$ cat src/rtl/contador_regressivo_pkg.sv
// Shared types and step constants for the board's up and down counters.
package contador_pkg;

  typedef enum logic [1:0] {
    IDLE    = 2'd0,
    RUN     = 2'd1,
    PAUSED  = 2'd2,
    EXPIRED = 2'd3
  } state_t;

  localparam int INCR_1 = 1;
  localparam int INCR_3 = 3;

endpackage

$ cat src/rtl/contador_regressivo_if.sv
// Control/status bundle of the down-counting timer; clk_2 and reset stay outside.
interface contador_regressivo_if #(
  parameter int NBITS_COUNT = 4
);
  import contador_pkg::*;

  logic                   load;
  logic [NBITS_COUNT-1:0] load_val;
  logic                   start;
  logic                   pause;
  logic                   stop;
  logic                   step_3;
  logic                   auto_reload;
  logic                   ack;
  logic [NBITS_COUNT-1:0] count;
  logic                   busy;
  logic                   done;
  logic                   expired;
  state_t                 dbg_state;

  // Commands are levels sampled on every rising clk_2 edge; no ready/valid
  // handshake: a command takes effect only in the states that accept it.
  modport master (
    output load, load_val, start, pause, stop, step_3, auto_reload, ack,
    input  count, busy, done, expired, dbg_state
  );

  modport slave (
    input  load, load_val, start, pause, stop, step_3, auto_reload, ack,
    output count, busy, done, expired, dbg_state
  );

endinterface

$ cat src/rtl/contador_regressivo.sv
// Programmable down-counting timer with floor at zero, expiry pulse/flag
// and optional auto-reload for periodic operation.
module contador_regressivo #(
  parameter int NBITS_COUNT = 4,
  parameter int INCR_1      = contador_pkg::INCR_1,
  parameter int INCR_3      = contador_pkg::INCR_3
) (
  input  logic                  clk_2,
  input  logic                  reset,
  contador_regressivo_if.slave  bus
);
  import contador_pkg::*;

  state_t                 state_q, state_d;
  logic [NBITS_COUNT-1:0] count_q, count_d;
  logic [NBITS_COUNT-1:0] reload_q, reload_d;
  logic                   done_q, done_d;
  logic [NBITS_COUNT-1:0] step;

  always_ff @(posedge clk_2 or negedge reset) begin
    if (!reset) begin
      state_q  <= IDLE;
      count_q  <= '0;
      reload_q <= '0;
      done_q   <= 1'b0;
    end else begin
      state_q  <= state_d;
      count_q  <= count_d;
      reload_q <= reload_d;
      done_q   <= done_d;
    end
  end

  always_comb begin
    state_d  = state_q;
    count_d  = count_q;
    reload_d = reload_q;
    done_d   = 1'b0;
    step     = bus.step_3 ? NBITS_COUNT'(INCR_3) : NBITS_COUNT'(INCR_1);

    case (state_q)
      IDLE: begin
        if (bus.load) begin
          count_d  = bus.load_val;
          reload_d = bus.load_val;
        end else if (bus.start && (count_q != '0)) begin
          state_d = RUN;
        end
      end

      RUN: begin
        if (bus.stop) begin
          state_d = IDLE;
        end else if (bus.pause) begin
          state_d = PAUSED;
        end else if (count_q > step) begin
          count_d = count_q - step;
        end else begin
          // Terminal edge: the comparison above keeps the subtraction from wrapping.
          done_d = 1'b1;
          if (bus.auto_reload && (reload_q != '0)) begin
            count_d = reload_q;
          end else begin
            count_d = '0;
            state_d = EXPIRED;
          end
        end
      end

      PAUSED: begin
        if (bus.stop) begin
          state_d = IDLE;
        end else if (!bus.pause) begin
          state_d = RUN;
        end
      end

      EXPIRED: begin
        count_d = '0;
        if (bus.load) begin
          state_d  = IDLE;
          count_d  = bus.load_val;
          reload_d = bus.load_val;
        end else if (bus.ack) begin
          state_d = IDLE;
        end
      end

      default: state_d = IDLE;
    endcase
  end

  assign bus.count     = count_q;
  assign bus.done      = done_q;
  assign bus.expired   = (state_q == EXPIRED);
  assign bus.busy      = (state_q == RUN) || (state_q == PAUSED);
  assign bus.dbg_state = state_q;

endmodule

$ cat src/flat_wrapper.sv
// flat-port wrapper written by rule: the top's interface ports become plain ports
module contador_regressivo_flat import contador_pkg::*;
#(
  parameter int NBITS_COUNT = 4,
  parameter int INCR_1      = contador_pkg::INCR_1,
  parameter int INCR_3      = contador_pkg::INCR_3
)
  (clk_2, reset, bus_load, bus_load_val, bus_start, bus_pause, bus_stop, bus_step_3, bus_auto_reload, bus_ack, bus_count, bus_busy, bus_done, bus_expired, bus_dbg_state);
  contador_regressivo_if #(.NBITS_COUNT(NBITS_COUNT)) bus_i ();
  input  logic clk_2;
  input  logic reset;
  input wire logic [$bits(bus_i.load)-1:0] bus_load;
  input wire logic [$bits(bus_i.load_val)-1:0] bus_load_val;
  input wire logic [$bits(bus_i.start)-1:0] bus_start;
  input wire logic [$bits(bus_i.pause)-1:0] bus_pause;
  input wire logic [$bits(bus_i.stop)-1:0] bus_stop;
  input wire logic [$bits(bus_i.step_3)-1:0] bus_step_3;
  input wire logic [$bits(bus_i.auto_reload)-1:0] bus_auto_reload;
  input wire logic [$bits(bus_i.ack)-1:0] bus_ack;
  output wire logic [$bits(bus_i.count)-1:0] bus_count;
  output wire logic [$bits(bus_i.busy)-1:0] bus_busy;
  output wire logic [$bits(bus_i.done)-1:0] bus_done;
  output wire logic [$bits(bus_i.expired)-1:0] bus_expired;
  output wire logic [$bits(bus_i.dbg_state)-1:0] bus_dbg_state;
  assign bus_i.load = bus_load;
  assign bus_i.load_val = bus_load_val;
  assign bus_i.start = bus_start;
  assign bus_i.pause = bus_pause;
  assign bus_i.stop = bus_stop;
  assign bus_i.step_3 = bus_step_3;
  assign bus_i.auto_reload = bus_auto_reload;
  assign bus_i.ack = bus_ack;
  assign bus_count = bus_i.count;
  assign bus_busy = bus_i.busy;
  assign bus_done = bus_i.done;
  assign bus_expired = bus_i.expired;
  assign bus_dbg_state = bus_i.dbg_state;
  contador_regressivo #(.NBITS_COUNT(NBITS_COUNT), .INCR_1(INCR_1), .INCR_3(INCR_3)) u_core (.clk_2(clk_2), .reset(reset), .bus(bus_i));
endmodule
$ cat config.mk
export PLATFORM = sky130hd
export DESIGN_NAME = contador_regressivo_flat
export DESIGN_NICKNAME = d
export VERILOG_FILES = /design/src/rtl/contador_regressivo_pkg.sv /design/src/rtl/contador_regressivo_if.sv /design/src/rtl/contador_regressivo.sv /design/src/flat_wrapper.sv
export SDC_FILE = /design/constraint.sdc
export NUM_CORES = 1
export LEC_CHECK = 0
export BUFFER_PORTS_ARGS = -buffer_cell sky130_fd_sc_hd__buf_2
export CAP_MARGIN = 20
export CORE_MARGIN = 3
export CORE_UTILIZATION = 40
export DETAILED_ROUTE_END_ITERATION = 6
export PLACE_DENSITY = 0.66
export SLEW_MARGIN = 20
export SYNTH_ARGS = -nofsm -noshare
export SYNTH_HDL_FRONTEND = slang
export SYNTH_SLANG_ARGS = --single-unit
$ cat constraint.sdc
create_clock -name clk_2 -period 1.9 [get_ports clk_2]
set_input_delay 0.38 -clock clk_2 [delete_from_list [all_inputs] [get_ports clk_2]]
set_output_delay 0.38 -clock clk_2 [all_outputs]
set_load 0.02 [all_outputs]
Yosys cells after proc, flatten, opt, wreduce, memory -nomap -nowiden
Cells that the tools add are included.

storage, ports and cells
  logic and storage cells = 52
  register bits after elaboration = 11

cells by class
  muxes and demuxes = 23
  order comparisons = 1
  reduce and logical (&&, ||, !) cells = 11
  add/subtract/negate cells = 1
  equal/unequal tests = 12

operators by type and width
  operator            number
  $mux 4              6
  $mux 2              11
  $pmux 4 s3          1
  $ne 2x2->1 const B  4
  $ne 4x4->1 const B  2
  $pmux 2 s4          1
  $reduce_bool 4->1   2
  $ne 3x3->1 const B  2
  $reduce_and 6->1    1
  $eq 2x2->1 const B  2
  $gt 4x4->1          1
  $mux 1              4
  $reduce_and 4->1    1
  $sub 4x4->4         1
  $reduce_bool 3->1   1
  $eq 2x1->1 const B  1
  $logic_and 1x1->1   2
  $logic_not 2->1     1
  $ne 2x1->1 const B  1
  $reduce_and 2->1    1
  $reduce_or 2->1     1
  $logic_or 1x1->1    1

Longest topological paths before layout
Gate-level depths: netlist of run 1.

  word-level depth = 7
  gate-level depth with buffers = 8
  mapped depth without buffers = 7

Worst setup path after synthesis of run 1
Ideal clock, no wire load.

  kind = flip-flop to flip-flop
  start point = register u_core.count_q[0], in the netlist u_core.bus.count[0]
  end point = register u_core.count_q[3], in the netlist u_core.bus.count[3]
  data required time = 1.774 ns
  slack = -0.063 ns
  buffers on the path = 1
  data arrival time = 1.837 ns
  cell stages (with the launch flop) = 7
  cell sequence = dfrtp_1 fa_1 nand2b_1 clkbuf_1 nor3_1 a22o_1 a221o_1

between the ends
  longest elaborated chain between the ends = 5
  elaborated cells between the ends (all ways) = 6
  those cells by class = 1 x add/sub; 1 x order compare; 4 x mux

RTL lines
  element                                    line                                                  text
  from (decl)                                contador_regressivo.sv:15                             logic [NBITS_COUNT-1:0] count_q, count_d;
  from (signal assigned)                     contador_regressivo.sv:28                             count_q <= count_d;
  $sub 4x4->4 or $gt 4x4->1 (tied branches)  contador_regressivo.sv:57, contador_regressivo.sv:56
  $mux 4 (*)                                 contador_regressivo.sv:56                             end else if (count_q > step) begin
  $mux 4 (*)                                 contador_regressivo.sv:54                             end else if (bus.pause) begin
  $mux 4 (*)                                 contador_regressivo.sv:52                             if (bus.stop) begin
  $pmux 4 s3 (*)                             contador_regressivo.sv:41                             case (state_q)

Every way passes the cells marked *; elsewhere a longest branch is shown, timed or not. The select of a mux whose other input is x is not followed.
A chain may end at the register's enable or synchronous reset.

Worst setup path after layout of run 1
  start point = register u_core.count_q[1], in the netlist u_core.bus.count[1]
  end point = register u_core.count_q[3], in the netlist u_core.bus.count[3]

The elaborated chain is that of the path after synthesis.

==> results of run 1 <==
[cell usage in the layout (no fill, tap or decap), drive strengths merged]
cell type    count
a211o            1
a211oi           1
a21boi           1
a21o             1
a21oi            3
a221o            1
a22o             1
a31oi            4
and4             3
buf             24
clkbuf           4
dfrtp           11
dlygate4sd3      1
fa               1
ha               8
inv              4
mux2             4
mux2i            1
nand2            6
nand2b           2
nand3            1
nand3b           1
nor2             7
nor2b            3
nor3             2
o21a             1
o21ai            4
o2bb2ai          2
o32a             1
o41ai            1
or3b             1
or4              1
xor2             1
[kinds of logic (layout without fill, tap and decap cells)]
family                   after synthesis  after routing  synth area share (%)
AO/OA/AOI/OAI                         22             22                  20.2
XOR/XNOR                               1              1                  1.09
adder cells (fa/ha/maj)                9              9                  14.9
buffers and inverters                  6             33                  3.27
flip-flops                            11             11                  34.2
multiplexers                           5              5                  6.84
AND/OR/NAND/NOR                       27             27                  19.4
[routing by layer]
metal  GRT usage [%]  part of all wire, %  up-vias
met2            23.0                   48       23
met1            22.7                   46      320
li1                -                    -      357
met5               0                    0        -
met3            5.54                  5.1        2
met4            4.93                 0.88        0
[metrics by stage]
stage	util [%]	cell area [sq um]	hold WS (ns)
3_5_place_dp	52.4	953	0.270
4_1_cts	54.5	992	0.356
3_3_place_gp	52.4	953	0.263
2_1_floorplan	-	807	0.0844
5_1_grt	55.0	1000	0.364
6_report	55.0	1000	0.365
[flip-flops by register name, summed over array words and instances, names as in the netlist]
signal,count
u_core.reload_q,4
u_core.bus.done,1
u_core.bus.count,4
u_core.bus.dbg_state,2
[worst paths after layout]
check	end	slack [ns]	cells past startpoint
max reg2reg	u_core.bus.count[3]$_DFFE_PN0P_	0.09	4
min reg2reg	u_core.reload_q[1]$_DFFE_PN0P_	0.55	1
min	u_core.reload_q[1]$_DFFE_PN0P_	0.36	2
max	u_core.bus.count[3]$_DFFE_PN0P_	0.09	4
max in group asynchronous	u_core.bus.count[0]$_DFFE_PN0P_	1.18	2
min in group asynchronous	u_core.bus.count[1]$_DFFE_PN0P_	0.50	2
[cell type report]
class,count,area share (%)
multi-input combinational,64,51.2
inverter,4,1.50
clock buffer,4,2.63
sequential,11,27.7
timing repair buffer,25,13.8
tap,25,3.13
[power groups by stage]
stage          registers, W  logic [W]  clock network, W
2_1_floorplan      0.000537   0.000686                 0
3_3_place_gp       0.000467    0.00102                 0
3_5_place_dp       0.000474    0.00104                 0
4_1_cts            0.000468    0.00105          0.000167
5_1_grt            0.000495    0.00121          0.000175
6_report           0.000471    0.00107          0.000157
[repair_timing]
action	4_1_cts	5_1_grt
gates resized for setup	1	4
setup buffers	0	0
endpoints found under the hold margin	11	0
endpoints found under the setup margin	1	6
hold buffers	1	0
gates cloned	0	0
==> results.py, run 1 <==
metrics = {
    "run_status": {
        "outcome": "finished clean",
    },
    "sta": {
        "skew_ns": 0.00733,
        "rsz0062_at_grt": "no",
        "min_period_ns": 1.81,
        "slew_headroom_pct": 77.7,
        "fmax_mhz": 551,
        "setup_ws_ns": 0.0854,
        "totalNegativeSetupSlack_ns": 0,
        "hold_viol": 0,
        "slew_viol_final": 0,
        "period_share_pct": 95.5,
        "setup_viol": 0,
        "worst_pin_slew_ns": 0.333,
    },
    "global_route": {
        "grt_pass1_vias": 682,
        "antenna_found_initial": 0,
        "grt_util_all_layers_pct": 16.1,
        "grt.overflow.total": 0,
        "grt_pass1_wl_microns": 3130,
        "grt_max_degree": 12,
    },
    "cells_and_area": {
        "stdcell_count": 133,
        "fill_cells": 180,
        "diodes": 0,
        "finalNetCount": 131,
        "regArea_sq_um": 278,
        "multi_input_area_sq_um": 513,
        "area_growth_pct": 24.4,
        "layout-drive-gt1-share_pct": 37.0,
    },
    "synth": {
        "synthArstFlopShare_pct": 100,
        "synth_cell_type_count": 33,
        "syn-cell-area_sq_um": 805,
        "syn-num-nets": 103,
        "yosysTopAreaCell": "dfrtp_1",
        "synthTopCellsByArea": "dfrtp_1 (34%), ha_1 (12%), mux2_2 (5.6%), nor2_1 (3.3%), and4_1 (3.3%)",
        "yosysWarnings": 0,
        "synth.ff_latch_count": 11,
        "synth_ff_type": "dfrtp_1",
        "ys_seq_area_share_pct": 34.2,
        "synthMostInstantiatedCell": "dfrtp_1",
        "ys_top_cells_by_count": "dfrtp_1 (11), ha_1 (8), nor2_1 (7)",
        "synth-edff-count": 0,
        "synth.avg_cell_area_sq_um": 9.93,
        "synth_top_area_share_pct": 34.2,
        "synthCells": 81,
    },
    "critical_path": {
        "critPathMaxFanout": 5,
        "crit_path_start": "u_core.bus.count[1]$_DFFE_PN0P_",
        "r2r-start": "u_core.bus.count[1]$_DFFE_PN0P_",
        "worstSetupPathType": "reg2reg",
        "worst-path-buf-inv": 0,
        "cp.required_ns": 2.06,
        "cp_top_family": "compound AO/OA/AOI/OAI gates",
        "endpoint_kind": "register",
        "startpoint_type": "register",
        "cp_data_arrival_time_ns": 1.97,
        "slowest_delay_ns": 0.44,
        "path_cells": "ha_1 -> a211o_2 -> a22o_1 -> a221o_1",
        "crit_slowest_cell": "dfrtp_2",
    },
    "power": {
        "combPwrFrac_pct": 63.1,
        "leakagePower_nw": 0.470,
        "pwr-share-clk_pct": 9.2,
        "swShare_pct": 45.8,
        "ir_worst_vdd_v": 0.000847,
        "p_total_w": 0.00170,
        "p_per_area_nw_per_um2": 1700,
        "p_switching_w": 0.000780,
        "p_seq_share_pct": 27.7,
        "power.internal_w": 0.000922,
    },
    "drt": {
        "drtAntennaViolNets": 0,
        "drt_iter0_drc": 15,
        "post-route-drc-count": 0,
        "vias_per_cell": 5.28,
        "first_pass_iters": 4,
        "wirelength_microns": 1810,
        "dr_total_vias": 702,
        "routedWlPerCell_microns": 13.6,
    },
    "min_path": {
        "min_path_type": "in2reg",
        "min-delay-start": "bus_load_val[1]",
    },
    "floorplanning": {
        "ios": 22,
        "coreArea_sq_um": 1820,
        "die_h_microns": 50.8,
        "initial_core_util_pct": 44.2,
        "rows": 15,
        "dieArea_sq_um": 2590,
        "dieWidth_microns": 50.8,
    },
    "clock_tree": {
        "cts.clk_slew.worst_paths_ns": 0.07,
        "cts_buffers": 3,
        "cts_tree": "done",
        "cts.sinks": 11,
        "htree_levels": 1,
        "cts_root_buffer": "clkbuf_4",
        "clk_path_buf_depth": 2,
        "clkLatencyLatePin_ns": 0.27,
    },
    "placement": {
        "dp_hpwl_microns": 1450,
        "place_inst": 128,
        "place_ws_ns": -0.0536,
        "port_buffers": 21,
        "gp_congestion": 0.801,
    },
    "job": {
        "drv_cap": 0,
    },
}
No activity file was read; power rests on OpenSTA's default activity.
==> run 2, diff against run 1 <==
CORE_MARGIN = 2   (was 3)
==> run 2 against run 1 <==
  * Setup slack better by 0.022 ns
  * Register-to-register slack better by 0.02 ns
  * Via count down 2.4%
  * Clock power about the same
  * Critical path depth increased by 2
  * Clock skew fell by 0.0012 ns
  * Final area is 0.50% lower
  * Clock-buffer cell count did not move
  * Critical path type unchanged
  * Critical endpoint is now u_core.bus.count[0]$_DFFE_PN0P_
  * Largest cell class unchanged
==> results.py, run 2 (synthesis gave the netlist of run 1 again) <==
metrics = {
    "run_status": {
        "outcome": "finished clean",
    },
    "global_route": {
        "grt.overflow.total": 0,
        "use_met3_pct": 4.60,
        "grt_max_degree": 12,
        "grt_pass1_vias": 685,
        "grt_use_met1_pct": 17.1,
        "grt_util_all_layers_pct": 15.1,
        "grt_pass1_wl_microns": 2840,
        "top_usage_layer": "met2",
        "grt_use_met2_pct": 27.9,
        "antenna_found_initial": 0,
    },
    "clock_tree": {
        "cts_buffers": 3,
        "clkLatencyLatePin_ns": 0.27,
        "postCtsSetupBuffers": 0,
        "clk_path_buf_depth": 2,
        "cts_root_buffer": "clkbuf_4",
        "htree_levels": 1,
        "cts.clk_slew.worst_paths_ns": 0.07,
        "cts_tree": "done",
        "cts.sinks": 11,
    },
    "drt": {
        "post-route-drc-count": 0,
        "drt_iter0_drc": 11,
        "drtAntennaViolNets": 0,
        "first_pass_iters": 3,
        "dr_total_vias": 685,
        "routedWlPerCell_microns": 12.1,
        "vias_per_cell": 5.07,
        "wirelength_microns": 1630,
    },
    "sta": {
        "slew_headroom_pct": 71.9,
        "hold_viol": 0,
        "period_share_pct": 94.3,
        "min_period_ns": 1.79,
        "worst_pin_slew_ns": 0.418,
        "skew_ns": 0.00615,
        "setup_ws_ns": 0.108,
        "rsz0062_at_grt": "no",
        "slew_viol_final": 0,
        "setup_viol": 0,
        "fmax_mhz": 558,
        "totalNegativeSetupSlack_ns": 0,
    },
    "critical_path": {
        "worstSetupPathType": "reg2reg",
        "path_common_cell": "ha_1",
        "endpoint_kind": "register",
        "critPathMaxFanout": 9,
        "crit_slowest_cell": "dfrtp_2",
        "crit_path_start": "u_core.bus.count[1]$_DFFE_PN0P_",
        "slowest_delay_ns": 0.44,
        "r2r-start": "u_core.bus.count[1]$_DFFE_PN0P_",
        "startpoint_type": "register",
        "cp.required_ns": 2.04,
        "path_cells": "ha_1 -> ha_1 -> nand2b_2 -> and4_1 -> o21ai_0 -> a31oi_1",
        "cp_data_arrival_time_ns": 1.93,
    },
    "power": {
        "combPwrFrac_pct": 62.3,
        "p_seq_share_pct": 28.2,
        "p_per_area_nw_per_um2": 1670,
        "swShare_pct": 45.8,
        "pwr-share-clk_pct": 9.5,
        "p_switching_w": 0.000763,
        "power.internal_w": 0.000904,
        "ir_worst_vdd_v": 0.000927,
        "leakagePower_nw": 0.466,
    },
    "cells_and_area": {
        "finalNetCount": 131,
        "regArea_sq_um": 278,
        "diodes": 0,
        "area_growth_pct": 23.8,
        "multi_input_area_sq_um": 505,
        "layout_common_cells": "buf_2 (21), dfrtp_1 (9), ha_1 (8)",
        "layout-drive-gt1-share_pct": 36.1,
        "final_common_cell": "buf_2",
        "fill_cells": 189,
        "fin_util_pct": 51.8,
    },
    "floorplanning": {
        "dieWidth_microns": 48.8,
        "initial_core_util_pct": 41.9,
        "ios": 22,
        "coreArea_sq_um": 1920,
        "rows": 16,
        "dieArea_sq_um": 2390,
        "die_h_microns": 48.8,
    },
    "job": {
        "drv_cap": 0,
    },
    "placement": {
        "gp_congestion": 0.772,
        "port_buffers": 21,
        "dp_hpwl_microns": 1320,
        "place_ws_ns": -0.0245,
    },
    "min_path": {
        "min_path_type": "in2reg",
        "min-delay-start": "bus_load_val[1]",
    },
}
## run 2: worst paths after layout
| path | endpoint | slack (ns) | cells past startpoint |
|---|---|---|---|
| worst max-delay path | u_core.bus.count[0]$_DFFE_PN0P_ | 0.11 | 6 |
| worst min-delay path | u_core.reload_q[1]$_DFFE_PN0P_ | 0.36 | 2 |
| worst max register to register | u_core.bus.count[0]$_DFFE_PN0P_ | 0.11 | 6 |
| worst min register to register | u_core.reload_q[0]$_DFFE_PN0P_ | 0.54 | 1 |
| max in group asynchronous | u_core.bus.count[0]$_DFFE_PN0P_ | 1.17 | 2 |
| min in group asynchronous | u_core.bus.count[2]$_DFFE_PN0P_ | 0.51 | 2 |
## run 2: what timing repair did
| item | 4_1_cts | 5_1_grt |
|---|---|---|
| resized for setup | 0 | 3 |
| hold buffers | 1 | 0 |
| endpoints found under the setup margin | 0 | 6 |
| endpoints found under the hold margin | 11 | 0 |
## run 2: critical path: cells and delay by family, from the launching register on
kind | cells | cell delay, ns
flops | 1 | 0.44
fa+ha+maj | 2 | 0.50
compound gates | 2 | 0.26
simple gates | 2 | 0.46
## run 2: final cells by class
cell class,count,area share (%)
well taps,27,3.39
inverters,4,1.51
repair buffers,25,13.8
flip-flops and latches,11,27.9
clock buffers,4,2.64
multi-input cells,64,50.8
## run 2: per-layer routing
metal / vias up / share of wire, %
met5: - / 0
met4: 0 / 0.61
met3: 3 / 4.3
met2: 12 / 50
met1: 316 / 46
li1: 354 / -
## run 2: power groups by stage
| stage | clock network, W | logic [W] | registers [W] |
|---|---|---|---|
| after floorplan | 0 | 0.000686 | 0.000537 |
| after global placement | 0 | 0.00102 | 0.000466 |
| after detailed placement | 0 | 0.00103 | 0.000474 |
| after CTS | 0.000166 | 0.00103 | 0.000469 |
| after global routing | 0.000177 | 0.00115 | 0.000495 |
| final | 0.000158 | 0.00104 | 0.000470 |
## run 2: through the flow
stage / total power (W) / area, sq um / hold WS, ns / std cells
floorplan: 0.00122 / 807 / 0.0844 / 81
global placement: 0.00148 / 956 / 0.262 / 130
detailed placement: 0.00150 / 956 / 0.263 / 130
CTS: 0.00167 / 992 / 0.347 / 135
global route: 0.00182 / 996 / 0.359 / 135
finish: 0.00167 / 996 / 0.359 / 135
